--- config.mk ---
export PLATFORM = sky130hd
export DESIGN_NAME = image_frame_sequencer_flat
export DESIGN_NICKNAME = d
export VERILOG_FILES = /design/src/rtl/fft_io_pkg.sv /design/src/rtl/image_frame_sequencer_if.sv /design/src/rtl/frame_counter.sv /design/src/rtl/image_frame_sequencer.sv /design/src/flat_wrapper.sv
export SDC_FILE = /design/constraint.sdc
export NUM_CORES = 1
export LEC_CHECK = 0
export ABC_AREA = 1
export CAP_MARGIN = 20
export CORE_UTILIZATION = 45
export DETAILED_ROUTE_END_ITERATION = 6
export GPL_TIMING_DRIVEN = 0
export PLACE_DENSITY_LB_ADDON = 0.25
export SYNTH_ARGS = -nofsm -noshare
export SYNTH_HDL_FRONTEND = slang
export SYNTH_SLANG_ARGS = --single-unit
export TNS_END_PERCENT = 1
--- constraint.sdc ---
create_clock -name clk -period 4.11 [get_ports clk]
set_clock_uncertainty 0.1 [all_clocks]
set_input_delay 0.6165 -clock clk [delete_from_list [all_inputs] [get_ports clk]]
set_output_delay 0.6165 -clock clk [all_outputs]
set_load 0.01 [all_outputs]
--- src/rtl/fft_io_pkg.sv ---
// Shared types and defaults for the image file port sequencer.
//   seq_state_t   : sequencer FSM state encoding
//   DATA_W_DEF    : default sample / port data width
//   ADDR_W_DEF    : default port address width
//   frame_len_ok  : legal frame length is 1 .. 2**addr_w
package fft_io_pkg;

    localparam int DATA_W_DEF = 16;
    localparam int ADDR_W_DEF = 10;

    typedef enum logic [2:0] {
        IDLE,
        WR_OPEN,
        WR_DATA,
        WR_CLOSE,
        RD_REQ,
        RD_CAP,
        RD_HOLD,
        FIN
    } seq_state_t;

    function automatic bit frame_len_ok(input int len, input int addr_w);
        return (len >= 1) && (len <= (1 << addr_w));
    endfunction

endpackage

--- src/rtl/image_frame_sequencer_if.sv ---
// Image file port bundle.
//   start_write  : port open strobe
//   end_write    : port close strobe
//   write_enable : write strobe, qualifies address/input_data
//   read_enable  : read strobe, qualifies address
//   address      : port address
//   input_data   : data towards the image file
//   output_data  : data from the image file, valid the cycle after read_enable
// master = sequencer side, slave = image file / memory model side.
interface image_frame_sequencer_if #(
    parameter int DATA_W = 16,
    parameter int ADDR_W = 10
);
    logic              start_write;
    logic              end_write;
    logic              write_enable;
    logic              read_enable;
    logic [ADDR_W-1:0] address;
    logic [DATA_W-1:0] input_data;
    logic [DATA_W-1:0] output_data;

    modport master (
        output start_write, end_write, write_enable, read_enable,
        output address, input_data,
        input  output_data
    );

    modport slave (
        input  start_write, end_write, write_enable, read_enable,
        input  address, input_data,
        output output_data
    );
endinterface

--- src/rtl/frame_counter.sv ---
// Sample counter for one frame, ADDR_W+1 bits wide so a full 2**ADDR_W
// frame terminates without wrapping.
//   clk, n_rst : clock, synchronous active-low reset
//   clr        : clear count to 0 (wins over en)
//   en         : increment count
//   addr       : current count, truncated to an address
//   addr_nxt   : count+1, truncated to an address
//   tc_next    : count+1 == FRAME_LEN, i.e. the next increment ends the frame
module frame_counter
    import fft_io_pkg::*;
#(
    parameter int ADDR_W    = ADDR_W_DEF,
    parameter int FRAME_LEN = 1 << ADDR_W_DEF
) (
    input  logic              clk,
    input  logic              n_rst,
    input  logic              clr,
    input  logic              en,
    output logic [ADDR_W-1:0] addr,
    output logic [ADDR_W-1:0] addr_nxt,
    output logic              tc_next
);

    localparam logic [ADDR_W:0] TERM = (ADDR_W+1)'(FRAME_LEN);

    logic [ADDR_W:0] count;
    logic [ADDR_W:0] count_inc;

    assign count_inc = count + {{ADDR_W{1'b0}}, 1'b1};
    assign addr      = count[ADDR_W-1:0];
    assign addr_nxt  = count_inc[ADDR_W-1:0];
    assign tc_next   = (count_inc == TERM);

    always_ff @(posedge clk) begin
        if (!n_rst) begin
            count <= '0;
        end else if (clr) begin
            count <= '0;
        end else if (en) begin
            count <= count_inc;
        end
    end

endmodule

--- src/rtl/image_frame_sequencer.sv ---
// Initiator for the image file port: frames FRAME_LEN samples from the
// write stream into the port, or fetches FRAME_LEN samples by address and
// presents them on the read stream.
//   clk, n_rst              : clock, synchronous active-low reset
//   wr_start / rd_start     : 1-cycle frame start pulses (write wins)
//   s_data/s_valid/s_ready  : write stream in (s_ready combinational)
//   m_data/m_valid/m_ready  : read stream out
//   fm                      : image file port (master side)
//   busy                    : frame in progress
//   done                    : 1-cycle end-of-frame pulse
//
// state    | meaning
// ---------+--------------------------------------------------
// IDLE     | waiting for wr_start / rd_start
// WR_OPEN  | port open strobe, count cleared
// WR_DATA  | accepting samples, one write strobe per accept
// WR_CLOSE | last write strobe on the port; close strobe next
// RD_REQ   | read strobe on the port at address count
// RD_CAP   | port data valid, captured into m_data
// RD_HOLD  | m_valid held until m_ready
// FIN      | frame complete; done follows
module image_frame_sequencer
    import fft_io_pkg::*;
#(
    parameter int DATA_W    = DATA_W_DEF,
    parameter int ADDR_W    = ADDR_W_DEF,
    parameter int FRAME_LEN = 1 << ADDR_W_DEF
) (
    input  logic                   clk,
    input  logic                   n_rst,
    input  logic                   wr_start,
    input  logic                   rd_start,
    input  logic [DATA_W-1:0]      s_data,
    input  logic                   s_valid,
    output logic                   s_ready,
    output logic [DATA_W-1:0]      m_data,
    output logic                   m_valid,
    input  logic                   m_ready,
    image_frame_sequencer_if.master fm,
    output logic                   busy,
    output logic                   done
);

    if (!frame_len_ok(FRAME_LEN, ADDR_W)) begin : g_bad_frame_len
        $error("image_frame_sequencer: FRAME_LEN outside 1..2**ADDR_W");
    end

    seq_state_t        state, state_next;
    logic              cnt_clr, cnt_en, tc_next;
    logic [ADDR_W-1:0] cnt_addr, cnt_addr_nxt;
    logic              hs_in, hs_out;

    frame_counter #(
        .ADDR_W    (ADDR_W),
        .FRAME_LEN (FRAME_LEN)
    ) u_frame_counter (
        .clk      (clk),
        .n_rst    (n_rst),
        .clr      (cnt_clr),
        .en       (cnt_en),
        .addr     (cnt_addr),
        .addr_nxt (cnt_addr_nxt),
        .tc_next  (tc_next)
    );

    assign s_ready = (state == WR_DATA);
    assign hs_in   = s_valid && (state == WR_DATA);
    assign hs_out  = m_valid && m_ready && (state == RD_HOLD);

    always_comb begin
        state_next = state;
        cnt_clr    = 1'b0;
        cnt_en     = 1'b0;
        case (state)
            IDLE: begin
                if (wr_start) begin
                    state_next = WR_OPEN;
                end else if (rd_start) begin
                    state_next = RD_REQ;
                    cnt_clr    = 1'b1;
                end
            end
            WR_OPEN: begin
                cnt_clr    = 1'b1;
                state_next = WR_DATA;
            end
            WR_DATA: begin
                if (hs_in) begin
                    cnt_en = 1'b1;
                    if (tc_next) state_next = WR_CLOSE;
                end
            end
            WR_CLOSE: state_next = FIN;
            RD_REQ:   state_next = RD_CAP;
            RD_CAP:   state_next = RD_HOLD;
            RD_HOLD: begin
                if (hs_out) begin
                    cnt_en     = 1'b1;
                    state_next = tc_next ? FIN : RD_REQ;
                end
            end
            FIN:      state_next = IDLE;
            default:  state_next = IDLE;
        endcase
    end

    // The open and read strobes are registered from state_next so they line
    // up with WR_OPEN / RD_REQ; this puts the port's read data in RD_CAP where
    // it is captured. The close strobe follows the last write strobe by one
    // cycle, so it is registered from the current state instead.
    always_ff @(posedge clk) begin
        if (!n_rst) begin
            state           <= IDLE;
            busy            <= 1'b0;
            done            <= 1'b0;
            m_data          <= '0;
            m_valid         <= 1'b0;
            fm.start_write  <= 1'b0;
            fm.end_write    <= 1'b0;
            fm.write_enable <= 1'b0;
            fm.read_enable  <= 1'b0;
            fm.address      <= '0;
            fm.input_data   <= '0;
        end else begin
            state           <= state_next;
            busy            <= (state != IDLE);
            done            <= (state == FIN);
            fm.start_write  <= (state_next == WR_OPEN);
            fm.end_write    <= (state == WR_CLOSE);
            fm.write_enable <= hs_in;
            fm.read_enable  <= (state_next == RD_REQ);
            if (hs_in) begin
                fm.address    <= cnt_addr;
                fm.input_data <= s_data;
            end else if (state_next == RD_REQ) begin
                // from IDLE the counter is being cleared this edge
                fm.address <= (state == IDLE) ? '0 : cnt_addr_nxt;
            end
            if (state == RD_CAP) begin
                m_data  <= fm.output_data;
                m_valid <= 1'b1;
            end else if (hs_out) begin
                m_valid <= 1'b0;
            end
        end
    end

endmodule
--- src/flat_wrapper.sv ---
// flat-port wrapper written by rule: the top's interface ports become plain ports
module image_frame_sequencer_flat import fft_io_pkg::*;
#(
    parameter int DATA_W    = DATA_W_DEF,
    parameter int ADDR_W    = ADDR_W_DEF,
    parameter int FRAME_LEN = 1 << ADDR_W_DEF
)
  (clk, n_rst, wr_start, rd_start, s_data, s_valid, s_ready, m_data, m_valid, m_ready, busy, done, fm_start_write, fm_end_write, fm_write_enable, fm_read_enable, fm_address, fm_input_data, fm_output_data);
  image_frame_sequencer_if #(.DATA_W(DATA_W), .ADDR_W(ADDR_W)) fm_i ();
  input  logic clk;
  input  logic n_rst;
  input  logic wr_start;
  input  logic rd_start;
  input  logic [DATA_W-1:0] s_data;
  input  logic s_valid;
  output logic s_ready;
  output logic [DATA_W-1:0] m_data;
  output logic m_valid;
  input  logic m_ready;
  output logic busy;
  output logic done;
  output wire logic [$bits(fm_i.start_write)-1:0] fm_start_write;
  output wire logic [$bits(fm_i.end_write)-1:0] fm_end_write;
  output wire logic [$bits(fm_i.write_enable)-1:0] fm_write_enable;
  output wire logic [$bits(fm_i.read_enable)-1:0] fm_read_enable;
  output wire logic [$bits(fm_i.address)-1:0] fm_address;
  output wire logic [$bits(fm_i.input_data)-1:0] fm_input_data;
  input wire logic [$bits(fm_i.output_data)-1:0] fm_output_data;
  assign fm_start_write = fm_i.start_write;
  assign fm_end_write = fm_i.end_write;
  assign fm_write_enable = fm_i.write_enable;
  assign fm_read_enable = fm_i.read_enable;
  assign fm_address = fm_i.address;
  assign fm_input_data = fm_i.input_data;
  assign fm_i.output_data = fm_output_data;
  image_frame_sequencer #(.DATA_W(DATA_W), .ADDR_W(ADDR_W), .FRAME_LEN(FRAME_LEN)) u_core (.clk(clk), .n_rst(n_rst), .wr_start(wr_start), .rd_start(rd_start), .s_data(s_data), .s_valid(s_valid), .s_ready(s_ready), .m_data(m_data), .m_valid(m_valid), .m_ready(m_ready), .fm(fm_i), .busy(busy), .done(done));
endmodule
# Word-level counts from Yosys, hierarchy flattened
# Index checks and enable logic that the tools add are counted.
dict set report word_totals {
  ff_bits 63
  input_bits 38
  word_cells 50
}
dict set report op_classes {
  n_addsub 1
  n_eq_ne 10
  mux 18
  bitwise 1
  reduce_logical 8
}
# cell count
set op_table {}
lappend op_table {{$mux W10} 3}
lappend op_table {{$pmux W3 S8} 1}
lappend op_table {{$eq A3 B3 Y1 const B} 5}
lappend op_table {{$mux W3} 5}
lappend op_table {{$add A11 B1 Y11 const B} 1}
lappend op_table {{$eq A11 B11 Y1 const B} 1}
lappend op_table {{$eq A3 B1 Y1 const B} 2}
lappend op_table {{$eq A3 B2 Y1 const B} 2}
lappend op_table {{$mux W1} 6}
lappend op_table {{$pmux W1 S2} 2}
lappend op_table {{$reduce_bool A2 Y1} 2}
lappend op_table {{$logic_and A1 B1 Y1} 3}
lappend op_table {{$logic_not A3 Y1} 1}
lappend op_table {{$reduce_bool A3 Y1} 1}
lappend op_table {{$mux W2} 1}
lappend op_table {{$reduce_or A2 Y1} 1}
lappend op_table {{$not A1 Y1} 1}

# Longest topological paths before layout
# Gate-level depths: netlist of the first run.
dict set report depth {
  depth_word 8
  ltp_mapped 16
  mapped_depth_nobuf 16
}

# Hierarchy
# Synthesis of the first run repeated with hierarchy kept, for this count alone.
dict set report hier_totals {
  hier_cells 431
  hier_area_um2 3020.4
}
# mod instances cells_per_inst area_each_um2 seq_area_each_um2
set modules_own_cells {}
lappend modules_own_cells {image_frame_sequencer 1 293 2145.8 1041.0}
lappend modules_own_cells {frame_counter 1 138 874.6 220.2}

# Worst setup path after synthesis of the first run
# No wires, ideal clock.
dict set report synth_timing {
  path_type {reg-to-reg}
  from {register u_core.u_frame_counter.count[1]}
  to {register u_core.fm.address[1]}
  setup_time_ns 0.136
  arrival_time_ns 1.740
  required_time_ns 3.874
  path_slack_ns 2.134
  path_stages_with_launch 16
  n_path_buf 1
  cell_sequence {dfxtp_1 -> ha_1 -> nand2_2 -> nor2_2 -> nand2_1 -> nand2_2 -> nand3_1 -> nor2_1 -> nand3_1 -> nand2_1 -> nand2_1 -> nand3_2 -> nand2_1 -> buf_4 -> nand2_1 -> a21oi_2}
}
dict set report synth_between {
  elab_chain_cells 7
  elab_cells_between_ends 12
  cone_classes {1 x add/sub; 2 x eq/ne; 8 x mux; 1 x reduce/logical}
}
# item line
set synth_rtl {}
lappend synth_rtl {{start: declaration} frame_counter.sv:26} ;# logic [ADDR_W:0] count;
lappend synth_rtl {{start signal: assignment} frame_counter.sv:40} ;# count <= count_inc;
lappend synth_rtl {{$add A11 B1 Y11} frame_counter.sv:29} ;# assign count_inc = count + {{ADDR_W{1'b0}}, 1'b1};
lappend synth_rtl {{$eq A11 B11 Y1} frame_counter.sv:32} ;# assign tc_next = (count_inc == TERM);
lappend synth_rtl {{$mux W2 or $mux W3 (tied branches)} {image_frame_sequencer.sv:99, image_frame_sequencer.sv:90}}
lappend synth_rtl {{$mux W3 (on tied branches)} {image_frame_sequencer.sv:97, image_frame_sequencer.sv:88}}
lappend synth_rtl {{$pmux W3 S8} image_frame_sequencer.sv:74} ;# case (state)
lappend synth_rtl {{$eq A3 B3 Y1} image_frame_sequencer.sv:135} ;# end else if (state_next == RD_REQ) begin
lappend synth_rtl {{$reduce_bool A2 Y1 (no line)} --}
lappend synth_rtl {{end signal: assignment} image_frame_sequencer.sv:133} ;# fm.address <= cnt_addr;
lappend synth_rtl {{end signal: assignment} image_frame_sequencer.sv:137} ;# fm.address <= (state == IDLE) ? '0 : cnt_addr_nxt;
lappend synth_rtl {{end: declaration} image_frame_sequencer_if.sv:24} ;# output address, input_data,
# Parallel ways exist; a longest one is shown, timed or not. The select of a mux whose other input is x is not followed.
# A chain may end at the register's enable or synchronous reset.

# Final worst setup path of the first run
dict set report layout_timing {
  from {input port n_rst}
  to {register u_core.u_frame_counter.count[5]}
}
dict set report layout_between {
  elab_chain_cells 2
}
# item line
set layout_rtl {}
lappend layout_rtl {{start: declaration} flat_wrapper.sv:11} ;# input logic n_rst;
lappend layout_rtl {{$not A1 Y1 (no line)} --}
lappend layout_rtl {{$reduce_or A2 Y1 (no line)} --}
# No other way between the ends.

==> results of run 1 <==
-- state kept, by name, indices dropped and copies added (netlist names) --
name	cells
u_core.done	1
u_core.busy	1
u_core.fm.write_enable	1
u_core.fm.read_enable	1
u_core.u_frame_counter.count	11
u_core.m_valid	1
u_core.fm.start_write	1
u_core.fm.address	10
u_core.fm.end_write	1
u_core.fm.input_data	16
u_core.m_data	16
u_core.state	3
-- stage by stage --
step,hold slack (ps),instances,setup WS (ps)
3_3_place_gp,331,531,1360
5_1_grt,369,547,1450
6_report,343,547,1700
3_5_place_dp,335,531,1380
2_1_floorplan,367,372,2130
4_1_cts,346,547,1700
-- worst max-delay path by stage --
stage	slack, ps	endpoint	start	depth (start not counted)
5_1_grt	1450	u_core.fm.address[4]	u_core.u_frame_counter.count[1]	15
3_3_place_gp	1360	u_core.u_frame_counter.count[6]	n_rst	5
6_report	1700	u_core.u_frame_counter.count[5]	n_rst	5
3_5_place_dp	1380	u_core.u_frame_counter.count[6]	n_rst	5
4_1_cts	1700	u_core.u_frame_counter.count[6]	n_rst	5
2_1_floorplan	2130	u_core.fm.address[1]	u_core.u_frame_counter.count[1]	15
-- placed cells by master (no fill, tap or decap) --
cell type	instances
a21oi_2	9
o22ai_1	5
bufinv_16	1
clkbuf_1	10
nor2_2	3
nand3_2	3
nand2_2	6
o21ai_1	1
buf_1	2
nor3_1	5
a21oi_1	26
a31oi_1	1
clkdlybuf4s50_1	87
clkinv_2	2
a22o_1	1
inv_2	4
o21ai_0	42
o211ai_1	2
nand4_1	2
buf_2	1
clkinvlp_4	1
nand3_1	20
inv_1	41
nor2_1	59
ha_1	2
clkbuf_8	11
clkinv_4	1
o21bai_1	1
dfxtp_1	63
nand2_1	58
and2_1	1
buf_4	2
a211oi_1	2
-- tightest hold or removal path: cells and delay by family (launching register included) --
family | cells | cell delay (ps)
buffers and inverters | 1 | 40
AOI/OAI and AO/OA | 1 | 40
DFF | 1 | 310
-- area by class of cell --
cell class / count / share of cell area
sequential: 63 / 0.326
multi-input combinational: 249 / 0.311
timing repair buffer: 87 / 0.225
inverter: 45 / 0.0437
clock buffer: 11 / 0.0392
tap: 72 / 0.0233
buffer: 15 / 0.0168
clock inverter: 5 / 0.0146
-- report_power, final --
part	internal (uW)	total (uW)	switching [uW]
combinational	160	348	188
clock	312	556	244
sequential	660	696	35.6
total	1130	1600	468
-- per-layer routing --
layer  track usage  routed length (um)
met5             0                   0
met4         0.109                 114
met3        0.0480                 462
met2         0.377                3190
met1         0.290                3160
-- logic make-up after synthesis --
| kind of cell | Yosys count |
|---|---|
| AOI/OAI and AO/OA | 90 |
| adders and majority gates | 2 |
| buffers and inverters | 60 |
| DFF | 63 |
| and+or+nand+nor | 157 |
==> flow_summary.json, run 1 <==
{
  "final_core_util": 0.685,
  "die_y_um": 79.4,
  "cts_resized": 0,
  "crit_family": "buffers and inverters",
  "cts_root_buffer": "clkbuf_8",
  "muxShareOfSynthArea": 0,
  "grt_start_max_net_pins": 12,
  "final_nets": 510,
  "synth_top_family_by_area": "simple AND/OR/NAND/NOR gates",
  "drc_errors": 0,
  "die_area_um2": 6310,
  "cap_viol_max_count": 0,
  "stdcell_area_um2": 3870,
  "grt_use_total": 0.231,
  "start_util": 0.478,
  "pwr_density_cell_nw_per_um2": 414,
  "finalCritPeriodShare": 0.585,
  "synth_nets": 412,
  "synth-xor-area-share": 0,
  "postPlaceCellArea_um2": 3660,
  "holdCritStartpoint": "u_core.m_data[12]",
  "tritoncts.num_buffers": 9,
  "grt_pass1_vias": 2529,
  "via_per_inst": 4.91,
  "synth_most_common_cell": "dfxtp_1",
  "cp_cell_sequence": "clkdlybuf4s50_1, inv_1, nor3_1, inv_1, a211oi_1",
  "core_um2": 5640,
  "die_x_um": 79.4,
  "synth.avg_cell_area_um2": 7.25,
  "cts.sinks": 63,
  "yosysTopAreaCell": "dfxtp_1",
  "synth_top_cells_by_area": "dfxtp_1 (47%), nor2_1 (8.2%), nand2_1 (8.1%)",
  "first_iter_violations": 114,
  "reg2reg_to": "u_core.fm.address[9]",
  "critical_path_class": "in -> reg",
  "synth_compound_area_frac": 0.188,
  "ir_worst_vdd_v": 0.000231,
  "async_flop_share": 0,
  "post_drt_wl_per_cell_um": 12.7,
  "slew-limit-headroom": 0.334,
  "synth_edf_count": 0,
  "timing.rr.start": "u_core.u_frame_counter.count[1]",
  "wirelength_mm": 6.93,
  "syn_area_um2": 2700,
  "n_fill_cell": 476,
  "place_hpwl_mm": 5.00,
  "seq_area_um2": 1260,
  "num_rows": 27,
  "fin_tns_setup_ps": 0,
  "cpPeakStageDelay_ps": 810,
  "setup_viol": 0,
  "diodes": 0,
  "max_freq_mhz": 416,
  "cpMostUsedCell": "inv_1",
  "ys_seq_area_frac": 0.468,
  "tightest_slew_ps": 991,
  "post-cts-setup-buffers": 0,
  "grt_overflow": 0,
  "min_to": "u_core.m_data[12]",
  "synthAdderAreaFrac": 0.00928,
  "drv_slew": 0,
  "crit_fanout": 9,
  "finalPower_uw": 1600,
  "worstPathRequired_ps": 4260,
  "insertion_delay_ps": 330,
  "rsz0062_at_grt": "false",
  "multi_input_area_um2": 1200,
  "io_buffers": 87,
  "netlist_top_cells_count": "dfxtp_1 (63), nor2_1 (59), nand2_1 (58)",
  "dr.pass1.iters": 4,
  "grt_pass1_wl_mm": 11.4,
  "hold_violations": 0,
  "worst_path_max_delay_cell": "nor3_1",
  "period_minus_slack_ps": 2410,
  "finalWeightedCongestion": 0.904,
  "num_io_pins": 88,
  "h-tree-depth": 3,
  "startpoint_type": "input pin",
  "postRouteAntennaNets": 0,
  "layout-drive-gt1-share": 0.0926,
  "r2r_slack_ps": 1770,
  "antenna_found_initial": 0,
  "clockBufferDepth": 2,
  "clk_pin_slew_worst_paths_ps": 70,
  "synth_cell_types": 27,
  "cp.arrival_ps": 2550,
  "outcome": "finished, final reports clean",
  "vias": 2686,
  "area_delta_synth_final_pct": 43.3,
  "whs_path_depth": 2,
  "path_buf_inv": 3,
  "hold_buffers": 0,
  "ys_ff_latch": 63,
  "yosys_warnings": 0,
  "leakage_uw": 0.00143,
  "synth_simple_gate_area_frac": 0.248,
  "synth-main-ff-cell": "dfxtp_1",
  "netlist_instances": 372,
  "synth_top_cell_area_share": 0.468,
  "endpoint_kind": "flip-flop",
  "hold_class": "reg -> reg",
  "worstRegToRegCells": 15,
  "cts_tree": "built"
}
Note: power is estimated with default switching activity, not from simulation.
==> inputs of run 2 (changes only) <==
- CORE_UTILIZATION: 45 -> 41
- clock period: 4.11 -> 1.94 ns (I/O delays scaled with it)
==> run 2 against run 1 <==
  * The flow now finishes with violations (setup timing)
  * Flip-flop and latch count did not move
  * Combinational power rose by 140%
  * Critical endpoint is now u_core.fm.address[8]
  * Largest power group unchanged
  * Clock power rose by 120%
  * Total power rose by 120%
  * Sequential share of layout area fell by 1.4 points
  * Clock-buffer cell count rose by 1
  * Non-clock buffer count rose by 6
  * Sequential power rose by 110%
  * Cell area rose by 5.7%
  * Worst setup slack got worse by 1800 ps
  * Global-route usage fell by 2.8 points
  * Core utilization fell by 4.2 points
==> flow_summary.json, run 2 (synthesis results as in run 1) <==
{
  "whs_ps": 342,
  "period_minus_slack_ps": 2020,
  "mostFrequentLayoutCell": "clkdlybuf4s50_1",
  "post-place-ws_ps": -539,
  "cts_root_buffer": "clkbuf_8",
  "crit_fanout": 6,
  "wl_met3_um": 272,
  "diodes": 0,
  "endpoint_kind": "flip-flop",
  "via_per_inst": 4.87,
  "final_cell_mix": "clkdlybuf4s50_1 (86), dfxtp_1 (55), nor2_1 (52)",
  "violations": "setup timing",
  "cap_viol_max_count": 0,
  "cpPeakStageDelay_ps": 400,
  "outcome": "complete, but fails checks",
  "hold_buffers": 0,
  "final_core_util": 0.644,
  "postRouteAntennaNets": 0,
  "setup_ws_ps": -82.8,
  "clk_pin_slew_worst_paths_ps": 70,
  "pwr_density_cell_nw_per_um2": 863,
  "critical_path_class": "reg -> reg",
  "drv_slew": 0,
  "die_y_um": 83.1,
  "layout-drive-gt1-share": 0.170,
  "cts.sinks": 63,
  "dr.pass1.iters": 4,
  "ir_worst_vdd_v": 0.000534,
  "setup_viol": 10,
  "start_util": 0.425,
  "die_area_um2": 6910,
  "finalCritPeriodShare": 1.04,
  "startpoint_type": "flip-flop",
  "tightest_slew_ps": 524,
  "leakage_uw": 0.00152,
  "cp_cell_sequence": "ha_4, nand2_4, nor2_4, nand3_2, nand2_2, nand3_1, nor2_1, nand3_1, nand2_1, nand2_2, nand3_4, buf_4, nand3_1, a21oi_2",
  "cts_tree": "built",
  "hold_class": "reg -> reg",
  "grt_start_max_net_pins": 11,
  "tritoncts.num_buffers": 9,
  "h-tree-depth": 3,
  "wl_met2_mm": 3.27,
  "clockBufferDepth": 2,
  "rsz0062_at_grt": "true",
  "hold_violations": 0,
  "cp.arrival_ps": 2190,
  "reg.largest.list": "u_core.fm.input_data x16, u_core.m_data x16, u_core.u_frame_counter.count x11",
  "m1WireLength_mm": 3.41,
  "top_layer_used": "met4",
  "worst_path_max_delay_cell": "dfxtp_4",
  "grt_overflow": 0,
  "drc_errors": 0,
  "post_drt_wl_per_cell_um": 12.6,
  "grt_pass1_wl_mm": 11.5,
  "worstPathRequired_ps": 2100,
  "grt_use_total": 0.204,
  "first_iter_violations": 119,
  "finalWeightedCongestion": 0.851,
  "area_delta_synth_final_pct": 51.5,
  "die_x_um": 83.1,
  "wirelength_mm": 7.01,
  "grt_pass1_vias": 2477,
  "core_um2": 6350,
  "insertion_delay_ps": 330,
  "max_freq_mhz": 494,
  "io_buffers": 87,
  "place_hpwl_mm": 5.03,
  "cpMostUsedCell": "nand3_1",
  "num_rows": 29,
  "slew-limit-headroom": 0.651,
  "antenna_found_initial": 0,
  "num_io_pins": 88,
  "vias": 2717,
  "final_nets": 516
}
[run 2: worst paths after layout]
| path | cells past startpoint | to | slack, ps | start |
|---|---|---|---|---|
| setup / recovery | 14 | u_core.fm.address[8] | -80 | u_core.u_frame_counter.count[1] |
| hold / removal | 2 | u_core.m_data[14] | 340 | u_core.m_data[14] |
| setup reg to reg | 14 | u_core.fm.address[8] | -80 | u_core.u_frame_counter.count[1] |
| hold reg to reg | 2 | u_core.m_data[14] | 340 | u_core.m_data[14] |
[run 2: repair_timing]
item	4_1_cts	5_1_grt
cloned	0	2
endpoints found under the hold margin	0	0
buffers inserted	0	4
gates resized for setup	12	40
endpoints found under the setup margin	23	24
pin swaps	2	16
[run 2: routing by layer]
metal | GRT usage | vias to the layer above
li1 | - | 1411
met1 | 0.272 | 1234
met2 | 0.326 | 65
met3 | 0.0497 | 7
met4 | 0.0596 | 0
met5 | 0 | -
[run 2: power by group]
part	internal, uW	switching [uW]
logic	392	448
registers	1400	80.5
clock network	721	485
[run 2: area by class of cell]
type	instances	area (um2)
clock inverter	4	70.1
buffer	15	73.8
fill	552	2260
sequential	63	1280
timing repair buffer	93	918
tap	77	96.3
clock buffer	12	135
multi-input combinational	249	1350
inverter	45	169
[run 2: worst max-delay path, delay by kind of cell (launching register included)]
family | cells | cell delay, ps
buffers and inverters | 1 | 150
AO/OA/AOI/OAI | 1 | 140
adder cells (fa/ha/maj) | 1 | 170
AND/OR/NAND/NOR | 11 | 1000
flip-flops | 1 | 400
[run 2: metrics by stage]
stage	setup TNS (ps)	std cells	area [um2]	total power, uW
floorplan	0	372	2700	1900
global placement	-9470	536	3670	2220
detailed placement	-9500	536	3670	2240
CTS	-986	552	3910	3450
global route	-2800	558	4090	3710
finish	-621	558	4090	3530
==> inputs of run 3 (changes only) <==
- CORE_UTILIZATION: 41 -> 45
- clock period: 1.94 -> 2.5 ns (I/O delays scaled with it)
==> run 3 against run 2 <==
  * The run now ends clean
  * Worst setup slack improved by 360 ps
  * Total power decreased by 25%
  * Register-to-register slack improved by 360 ps
  * Critical endpoint is now u_core.fm.address[9]
  * Largest cell class is now sequential cells
  * Largest power group unchanged
  * Highest routed layer unchanged
==> flow_summary.json, run 3 (synthesis results as in run 1) <==
{
  "antenna_found_initial": 0,
  "tightest_slew_ps": 1010,
  "io_buffers": 87,
  "final_nets": 510,
  "die_area_um2": 6310,
  "wirelength_mm": 6.99,
  "cap_viol_max_count": 0,
  "place_inst": 531,
  "combinationalPowerShare": 0.218,
  "p_int_uw": 1860,
  "wl_met2_mm": 3.21,
  "crit_fanout": 10,
  "period_minus_slack_ps": 2230,
  "reg2reg_to": "u_core.fm.address[9]",
  "die_x_um": 79.4,
  "worstRegToRegCells": 15,
  "leakage_uw": 0.00143,
  "m1WireLength_mm": 3.17,
  "area_delta_synth_final_pct": 43.6,
  "cts.sinks": 63,
  "num_rows": 27,
  "die_y_um": 79.4,
  "max_freq_mhz": 449,
  "start_util": 0.478,
  "cpMostUsedCell": "nand2_1",
  "setup_viol": 0,
  "clockBufferDepth": 2,
  "postRouteAntennaNets": 0,
  "r2r_slack_ps": 270,
  "wl_met3_um": 490,
  "p_clk_frac": 0.348,
  "grt_use_total": 0.231,
  "pwr-share-seq": 0.434,
  "insertion_delay_ps": 330,
  "cts_tree": "built",
  "post-cts-setup-buffers": 0,
  "num_io_pins": 88,
  "tritoncts.num_buffers": 9,
  "finalCritPeriodShare": 0.891,
  "diodes": 0,
  "p_sw_frac": 0.293,
  "slew-limit-headroom": 0.324,
  "via_per_inst": 4.93,
  "final_cell_mix": "clkdlybuf4s50_1 (87), dfxtp_1 (61), nor2_1 (58), nand2_1 (58), o21ai_0 (42)",
  "cts_root_buffer": "clkbuf_8",
  "pwr_density_cell_nw_per_um2": 680,
  "whs_path_depth": 2,
  "worst_path_max_delay_cell": "dfxtp_2",
  "drc_errors": 0,
  "layout-drive-gt1-share": 0.101,
  "ir_worst_vdd_v": 0.000382,
  "top_layer_used": "met4",
  "first_iter_violations": 114,
  "stdcell_count": 547,
  "dr.pass1.iters": 4,
  "min_to": "u_core.m_data[12]",
  "stdcell_area_um2": 3870,
  "place_hpwl_mm": 5.00,
  "switchingPower_uw": 772,
  "hold_buffers": 0,
  "n_fill_cell": 475,
  "startpoint_type": "flip-flop",
  "critical_path_class": "reg -> reg",
  "endpoint_kind": "flip-flop",
  "h-tree-depth": 3,
  "worstPathRequired_ps": 2600,
  "grt_pass1_vias": 2529,
  "vias": 2696,
  "drv_slew": 0,
  "post_drt_wl_per_cell_um": 12.8,
  "cp.arrival_ps": 2320,
  "clk_pin_slew_worst_paths_ps": 70,
  "postPlaceCellArea_um2": 3660,
  "grt_pass1_wl_mm": 11.4,
  "reg.largest.list": "u_core.fm.input_data x16, u_core.m_data x16, u_core.u_frame_counter.count x11",
  "holdCritStartpoint": "u_core.m_data[12]",
  "mostFrequentLayoutCell": "clkdlybuf4s50_1",
  "rsz0062_at_grt": "false",
  "hold_violations": 0,
  "cp_cell_sequence": "ha_2, nand2_2, nor2_2, nand2_1, nand2_2, nand3_1, nor2_1, nand3_1, nand2_1, nand2_1, nand3_2, nand2_1, buf_4, nand2_1, a21oi_2",
  "finalWeightedCongestion": 0.904,
  "timing.rr.start": "u_core.u_frame_counter.count[1]",
  "grt_overflow": 0,
  "core_um2": 5640,
  "grt_start_max_net_pins": 12,
  "cpPeakStageDelay_ps": 400,
  "outcome": "finished, final reports clean",
  "hold_class": "reg -> reg"
}
[run 3: cell types whose count changed in the layout (fill, tap and decap cells not counted), moves of 4 or more]
cell / change
dfxtp_2: -4
nor2_1: +6
nand2_2: -8
nand2_1: +13
nand2_4: -5
nor2_4: -4
dfxtp_1: +6
[run 3: layout make-up]
type | instances | area (um2) | share of cell area
Buffer | 15 | 65.1 | 0.0168
Clock buffer | 11 | 151 | 0.0391
Clock inverter | 5 | 56.3 | 0.0145
Inverter | 45 | 169 | 0.0436
Multi-Input combinational cell | 249 | 1210 | 0.312
Sequential cell | 63 | 1260 | 0.326
Tap cell | 72 | 90.1 | 0.0233
Timing Repair Buffer | 87 | 871 | 0.225
[run 3: repair_timing]
| item | CTS | global route |
|---|---|---|
| hold endpoints to repair | 0 | 0 |
| endpoints found under the setup margin | 0 | 10 |
| resized for setup | 0 | 4 |
[run 3: power groups by stage]
stage | logic (uW) | clock network, uW | registers [uW]
5_1_grt | 631 | 979 | 1160
3_5_place_dp | 568 | 0 | 1170
4_1_cts | 571 | 935 | 1140
2_1_floorplan | 287 | 0 | 1190
6_report | 574 | 916 | 1140
3_3_place_gp | 558 | 0 | 1160
[run 3: stage by stage]
stage,utilization,worst slack [ps],setup TNS [ps],total power [uW],hold slack (ps)
3_3_place_gp,0.648,-10.4,-16.5,1720,331
6_report,0.687,274,0,2630,343
4_1_cts,0.685,185,0,2650,346
3_5_place_dp,0.648,10.3,0,1730,335
5_1_grt,0.687,2.65,0,2770,369
2_1_floorplan,-,524,0,1470,367
[run 3: critical path: cells and delay by family, from the launching register on]
family | cells | cell delay (ps)
fa+ha+maj | 1 | 240
buf+inv | 1 | 180
simple gates | 12 | 1130
flops | 1 | 400
compound gates | 1 | 50
[run 3: worst max path at each step]
stage	slack, ps	start	end	cells past startpoint
6_report	270	u_core.u_frame_counter.count[1]	u_core.fm.address[9]	15
5_1_grt	3	u_core.u_frame_counter.count[1]	u_core.fm.address[4]	15
4_1_cts	180	u_core.u_frame_counter.count[1]	u_core.fm.address[9]	15
3_5_place_dp	10	n_rst	u_core.u_frame_counter.count[6]	5
3_3_place_gp	-10	n_rst	u_core.u_frame_counter.count[6]	5
2_1_floorplan	520	u_core.u_frame_counter.count[1]	u_core.fm.address[1]	15
[run 3: layer usage]
layer / GRT usage / vias up
li1: - / 1402
met5: 0 / -
met1: 0.290 / 1183
met4: 0.109 / 0
met2: 0.377 / 101
met3: 0.0480 / 10
